--- src/rtl/cla_adder_pipe.sv ---
`timescale 1ns/1ps
`default_nettype none
// ============================================================================
// Module   : cla_adder_pipe
// Purpose  : Pipelined carry-lookahead adder/subtractor with valid/ready flow.
// Revision : 1.0 - initial release
// ============================================================================
module cla_adder_pipe #(
    parameter int WIDTH  = 32,
    parameter int GROUP  = 4,
    parameter int STAGES = 3
) (
    input  logic             clk,
    input  logic             rst,
    input  logic             in_valid,
    output logic             in_ready,
    input  logic [WIDTH-1:0] a,
    input  logic [WIDTH-1:0] b,
    input  logic             cin,
    input  logic             sub,
    output logic             out_valid,
    input  logic             out_ready,
    output logic [WIDTH-1:0] sum,
    output logic             cout,
    output logic             ovf,
    output logic             zero
);

    localparam int NG = WIDTH / GROUP;

    logic [WIDTH-1:0] w_beff;
    logic [WIDTH-1:0] w_a_p;
    logic [WIDTH-1:0] w_a_g;
    logic [NG-1:0]    w_a_gg;
    logic [NG-1:0]    w_a_gp;
    logic             w_a_c0;

    logic [WIDTH-1:0] w_b_p;
    logic [WIDTH-1:0] w_b_g;
    logic [NG-1:0]    w_b_gg;
    logic [NG-1:0]    w_b_gp;
    logic             w_b_c0;
    logic [NG:0]      w_b_c;
    logic             w_term;

    logic [WIDTH-1:0] w_c_p;
    logic [WIDTH-1:0] w_c_g;
    logic [NG:0]      w_c_c;
    logic             w_cc;
    logic             w_cmsb;

    logic [WIDTH-1:0] w_sum;
    logic             w_cout;
    logic             w_ovf;
    logic             w_zero;

    logic [STAGES-1:0] r_vld;
    logic [STAGES-1:0] w_load;
    logic              w_acc;

    logic [WIDTH-1:0] r_sum;
    logic             r_cout;
    logic             r_ovf;
    logic             r_zero;

    // Operand conditioning: subtraction is a + ~b + 1, so cin is overridden.
    always_comb begin
        w_beff = sub ? ~b : b;
        w_a_c0 = sub | cin;
        w_a_p  = a ^ w_beff;
        w_a_g  = a & w_beff;
    end

    always_comb begin
        w_a_gg = '0;
        w_a_gp = '0;
        for (int j = 0; j < NG; j++) begin
            w_a_gp[j] = 1'b1;
            for (int k = 0; k < GROUP; k++) begin
                w_a_gg[j] = w_a_g[j*GROUP+k] | (w_a_p[j*GROUP+k] & w_a_gg[j]);
                w_a_gp[j] = w_a_gp[j] & w_a_p[j*GROUP+k];
            end
        end
    end

    // Inter-group carries as a flat sum of products so no carry ripples
    // from one group's result into the next.
    always_comb begin
        w_term   = 1'b0;
        w_b_c    = '0;
        w_b_c[0] = w_b_c0;
        for (int j = 0; j < NG; j++) begin
            w_term = w_b_c0;
            for (int m = 0; m <= j; m++) begin
                w_term = w_term & w_b_gp[m];
            end
            w_b_c[j+1] = w_term;
            for (int i = 0; i <= j; i++) begin
                w_term = w_b_gg[i];
                for (int m = i + 1; m <= j; m++) begin
                    w_term = w_term & w_b_gp[m];
                end
                w_b_c[j+1] = w_b_c[j+1] | w_term;
            end
        end
    end

    always_comb begin
        w_sum  = '0;
        w_cc   = 1'b0;
        w_cmsb = 1'b0;
        for (int i = 0; i < WIDTH; i++) begin
            if (i % GROUP == 0) begin
                w_cc = w_c_c[i/GROUP];
            end
            w_sum[i] = w_c_p[i] ^ w_cc;
            w_cmsb   = w_cc;
            w_cc     = w_c_g[i] | (w_c_p[i] & w_cc);
        end
        w_cout = w_c_c[NG];
        w_ovf  = w_cmsb ^ w_c_c[NG];
        w_zero = (w_sum == '0);
    end

    // A stage may load when it, or any stage ahead of it, has room to move.
    always_comb begin
        w_acc  = out_ready;
        w_load = '0;
        for (int k = STAGES - 1; k >= 0; k--) begin
            w_acc     = w_acc | ~r_vld[k];
            w_load[k] = w_acc;
        end
    end

    assign in_ready  = w_load[0] & ~rst;
    assign out_valid = r_vld[STAGES-1];

    always_ff @(posedge clk or posedge rst) begin
        if (rst) begin
            r_vld <= '0;
        end else begin
            if (w_load[0]) begin
                r_vld[0] <= in_valid;
            end
            for (int k = 1; k < STAGES; k++) begin
                if (w_load[k]) begin
                    r_vld[k] <= r_vld[k-1];
                end
            end
        end
    end

    generate
        if (STAGES >= 2) begin : g_stage_pg
            logic [WIDTH-1:0] r_s1_p;
            logic [WIDTH-1:0] r_s1_g;
            logic [NG-1:0]    r_s1_gg;
            logic [NG-1:0]    r_s1_gp;
            logic             r_s1_c0;

            always_ff @(posedge clk or posedge rst) begin
                if (rst) begin
                    r_s1_p  <= '0;
                    r_s1_g  <= '0;
                    r_s1_gg <= '0;
                    r_s1_gp <= '0;
                    r_s1_c0 <= 1'b0;
                end else if (w_load[0]) begin
                    r_s1_p  <= w_a_p;
                    r_s1_g  <= w_a_g;
                    r_s1_gg <= w_a_gg;
                    r_s1_gp <= w_a_gp;
                    r_s1_c0 <= w_a_c0;
                end
            end

            assign w_b_p  = r_s1_p;
            assign w_b_g  = r_s1_g;
            assign w_b_gg = r_s1_gg;
            assign w_b_gp = r_s1_gp;
            assign w_b_c0 = r_s1_c0;
        end else begin : g_nostage_pg
            assign w_b_p  = w_a_p;
            assign w_b_g  = w_a_g;
            assign w_b_gg = w_a_gg;
            assign w_b_gp = w_a_gp;
            assign w_b_c0 = w_a_c0;
        end

        if (STAGES == 3) begin : g_stage_carry
            logic [WIDTH-1:0] r_s2_p;
            logic [WIDTH-1:0] r_s2_g;
            logic [NG:0]      r_s2_c;

            always_ff @(posedge clk or posedge rst) begin
                if (rst) begin
                    r_s2_p <= '0;
                    r_s2_g <= '0;
                    r_s2_c <= '0;
                end else if (w_load[1]) begin
                    r_s2_p <= w_b_p;
                    r_s2_g <= w_b_g;
                    r_s2_c <= w_b_c;
                end
            end

            assign w_c_p = r_s2_p;
            assign w_c_g = r_s2_g;
            assign w_c_c = r_s2_c;
        end else begin : g_nostage_carry
            assign w_c_p = w_b_p;
            assign w_c_g = w_b_g;
            assign w_c_c = w_b_c;
        end
    endgenerate

    always_ff @(posedge clk or posedge rst) begin
        if (rst) begin
            r_sum  <= '0;
            r_cout <= 1'b0;
            r_ovf  <= 1'b0;
            r_zero <= 1'b0;
        end else if (w_load[STAGES-1]) begin
            r_sum  <= w_sum;
            r_cout <= w_cout;
            r_ovf  <= w_ovf;
            r_zero <= w_zero;
        end
    end

    assign sum  = r_sum;
    assign cout = r_cout;
    assign ovf  = r_ovf;
    assign zero = r_zero;

endmodule
`default_nettype wire

--- config.mk ---
export PLATFORM = sky130hd
export DESIGN_NAME = cla_adder_pipe
export DESIGN_NICKNAME = d
export VERILOG_FILES = /design/src/rtl/cla_adder_pipe.sv
export SDC_FILE = /design/constraint.sdc
export NUM_CORES = 1
export LEC_CHECK = 0
export CORE_MARGIN = 3
export CORE_UTILIZATION = 25
export CTS_BUF_LIST = sky130_fd_sc_hd__clkbuf_2 sky130_fd_sc_hd__clkbuf_4 sky130_fd_sc_hd__clkbuf_8
export DETAILED_ROUTE_END_ITERATION = 8
export PLACE_DENSITY_LB_ADDON = 0.15
export SETUP_SLACK_MARGIN = 0.2
export SYNTH_ARGS = -nofsm -noshare
export SYNTH_HDL_FRONTEND = slang
export SYNTH_SLANG_ARGS = --single-unit
--- constraint.sdc ---
create_clock -name clk -period 6.3 [get_ports clk]
set_input_delay 0.945 -clock clk [delete_from_list [all_inputs] [get_ports clk]]
set_output_delay 0.945 -clock clk [all_outputs]
set_load 0.005 [all_outputs]
==> flow_metrics.env <==
export IMPL_grt_pass1_vias=5783
export IMPL_synth_ff_type="dfrtp_1"
export IMPL_crit_start="out_ready"
export IMPL_place_hpwl_um=14700
export IMPL_path_class="in2out"
export IMPL_yosysTopAreaCell="dfrtp_1"
export IMPL_yosys_warnings=0
export IMPL_grt_start_max_net_pins=102
export IMPL_synth_edf_count=0
export IMPL_gr_total_overflow=0
export IMPL_syn_num_nets=897
export IMPL_drtIter0Drc=304
export IMPL_hp_start="g_stage_pg.r_s1_p[1]"
export IMPL_core_mm2=0.0328
export IMPL_initial_core_util_pct=25.6
export IMPL_critPathMaxStageDelay_ps=460
export IMPL_status="finished, final reports clean"
export IMPL_cts_setup_buffers=0
export IMPL_first_pass_iters=4
export IMPL_peakVddDrop_mv=0.135
export IMPL_r2r_start="g_stage_carry.r_s2_c[5]"
export IMPL_rsz0062_at_grt="no"
export IMPL_ctsHtreeMaxLevel=4
export IMPL_cts_buffer_depth=2
export IMPL_num_rows=66
export IMPL_antenna_left=0
export IMPL_dr_total_vias=5435
export IMPL_crit_family="buffers and inverters"
export IMPL_grt_usage_pct=12.1
export IMPL_layout_drive_gt1_share_pct=13.4
export IMPL_clock_sinks=176
export IMPL_ff2ff_path_depth=9
export IMPL_post_route_min_period_ps=3370
export IMPL_r2r_end="zero"
export IMPL_fin_skew_ps=8.98
export IMPL_io_pins=107
export IMPL_die_h_um=189
export IMPL_hold_buffers=0
export IMPL_worstPathCellList="clkdlybuf4s50_1 > nor2b_4 > and3_2 > nor2_1 > clkdlybuf4s50_1"
export IMPL_netlist_top_cells_area="dfrtp_1, nand2_1, mux2_4"
export IMPL_drc=0
export IMPL_holdPathEnd="g_stage_pg.r_s1_p[1]"
export IMPL_antenna_found_initial=0
export IMPL_startpoint_type="input pin"
export IMPL_fin_util_pct=31.1
export IMPL_fin_setup_tns_ps=0
export IMPL_cts_resized=0
export IMPL_routed_wl_um=20800
export IMPL_slew_viol_final=0
export IMPL_power_density_mw_per_mm2=335
export IMPL_die_x_um=189
export IMPL_post_synth_top_count_cell="nand2_1"
export IMPL_insertion_delay_ps=450
export IMPL_dieArea_mm2=0.0358
export IMPL_path_clk_slew_ps=80
export IMPL_async_flop_share_pct=100
export IMPL_hold_viol=0
export IMPL_p_total_mw=3.42
export IMPL_hold_class="reg2reg"
export IMPL_power_leakage_nw=5.04
export IMPL_hold_depth=2
export IMPL_synthTopCellsByCount="nand2_1, dfrtp_1, ha_1, mux2_4, xor2_1"
export IMPL_end_kind="primary output"
export IMPL_ys_seq_area_share_pct=52.5
export IMPL_crit_top_cell="clkdlybuf4s50_1"
export IMPL_cts_buffers=17
export IMPL_synth_cells=771
export IMPL_synth_top_area_share_pct=52.5
export IMPL_synth_area_mm2=0.00839
export IMPL_tritoncts="yes"
export IMPL_fmax_mhz=297
export IMPL_worstPathArrival_ps=2430
export IMPL_max_cap_viol_count=0
export IMPL_tightest_slew_ps=996
export IMPL_path_max_fanout=8
export IMPL_fill_cells=3408
export IMPL_n_antenna_cell=0
export IMPL_path_buf_inv=2
export IMPL_route_detailed_vias_per_inst=4.12
export IMPL_nets=994
export IMPL_r2r_slack_ps=3270
export IMPL_syn_avg_cell_area_um2=10.9
export IMPL_io_buffers=106
export IMPL_root_buffer="clkbuf_8"
export IMPL_slew_headroom_pct=33.6
export IMPL_synth_seq_cells=176
export IMPL_cp_required_ps=5350
export IMPL_syn2layout_area_growth_pct=21.7
export IMPL_slowest_stage="clkdlybuf4s50_1"
export IMPL_synth_cell_type_count=30
export IMPL_grt_pass1_wl_um=33500
export IMPL_routabilityCongestion=0.726
export IMPL_routedWlPerCell_um=15.8
export IMPL_finalSetupViolCount=0
export IMPL_fin_crit_sh_pct=53.5
[worst max path at each step]
stage                           to  slack [ps]  cells after the start
after CTS                 in_ready        2900                      5
after floorplan               cout         580                      1
after detailed placement  in_ready        2910                      5
final                     in_ready        2930                      5
after global placement    in_ready        2890                      5
after global routing      in_ready        2840                      5
[worst register-to-register path, stage by stage, from the launching register on]
cell and delay (ps):
dfrtp_1 400, ha_1 180, or2_2 270, ha_1 170
or2_2 270, ha_1 370, nor4_1 500, nand4_1 230
or3_1 440, o21ai_1 130
[where the power goes]
group / switching [mW] / internal, mW
Sequential: 0.170 / 1.39
Clock: 0.394 / 0.459
Combinational: 0.463 / 0.541
Total: 1.03 / 2.39
[layout make-up]
type	instances	area, µm²	area share, %
Sequential cell	176	4400	43.1
Multi-Input combinational cell	558	3710	36.3
Timing Repair Buffer	114	1120	10.9
Tap cell	442	553	5.42
Clock buffer	22	284	2.78
Clock inverter	7	135	1.32
Inverter	1	8.76	0.0858
[kinds of logic after synthesis]
group           Yosys count  share of synthesized area [%]
simple gates            335                           16.5
flops                   176                           52.5
compound gates           66                           4.50
mux                      60                           10.5
fa+ha+maj                56                           8.35
xor+xnor                 41                           4.28
buf+inv                  37                           3.40
[routing by layer]
layer  vias to the layer above  GRT usage, %  wire length (µm)  part of all wire [%]
met5                         -             0                 0                     0
met4                         0          2.56               152                  0.73
met3                        10          2.74               689                   3.3
met2                        86          18.9              9510                    46
met1                      2610          17.1             10400                    50
li1                       2729             -                 -                     -
[sequential cells by signal, summed over array words and instances, names as in the netlist]
register and flops:
g_stage_carry.r_s2_c 9, cout 1, g_stage_pg.r_s1_g 24, g_stage_carry.r_s2_g 24
g_stage_pg.r_s1_gg 8, g_stage_carry.r_s2_p 32, g_stage_pg.r_s1_p 32, zero 1
g_stage_pg.r_s1_gp 8, ovf 1, sum 32, r_vld 3
g_stage_pg.r_s1_c0 1
[per-stage QoR]
stage                     hold WS, ps  setup WS, ps  instance area (µm²)  cells
after floorplan                   433           581                 8390    771
after global placement            451          2890                 9790   1291
after detailed placement          457          2910                 9790   1291
after CTS                         476          2900                10200   1320
after global routing              493          2840                10200   1320
final                             469          2930                10200   1320
[cell usage in the layout (no fill, tap or decap), drive strengths merged]
master	Yosys	layout
or2	16	16
nand4	12	12
clkbuf	8	22
nor4	6	6
bufinv	0	4
o21ai	28	28
nand2b	4	4
a31oi	2	2
buf	28	9
nand3	5	5
dfrtp	176	176
ha	56	56
clkdlybuf4s50	0	105
nor2b	2	2
mux2	59	59
mux2i	1	1
a21oi	18	18
a21o	18	18
nand2	272	272
xor2	41	41
nor2	16	16
inv	1	1
or3	1	1
clkinv	0	3
and3	1	1
Note: power is estimated with default switching activity, not from simulation.
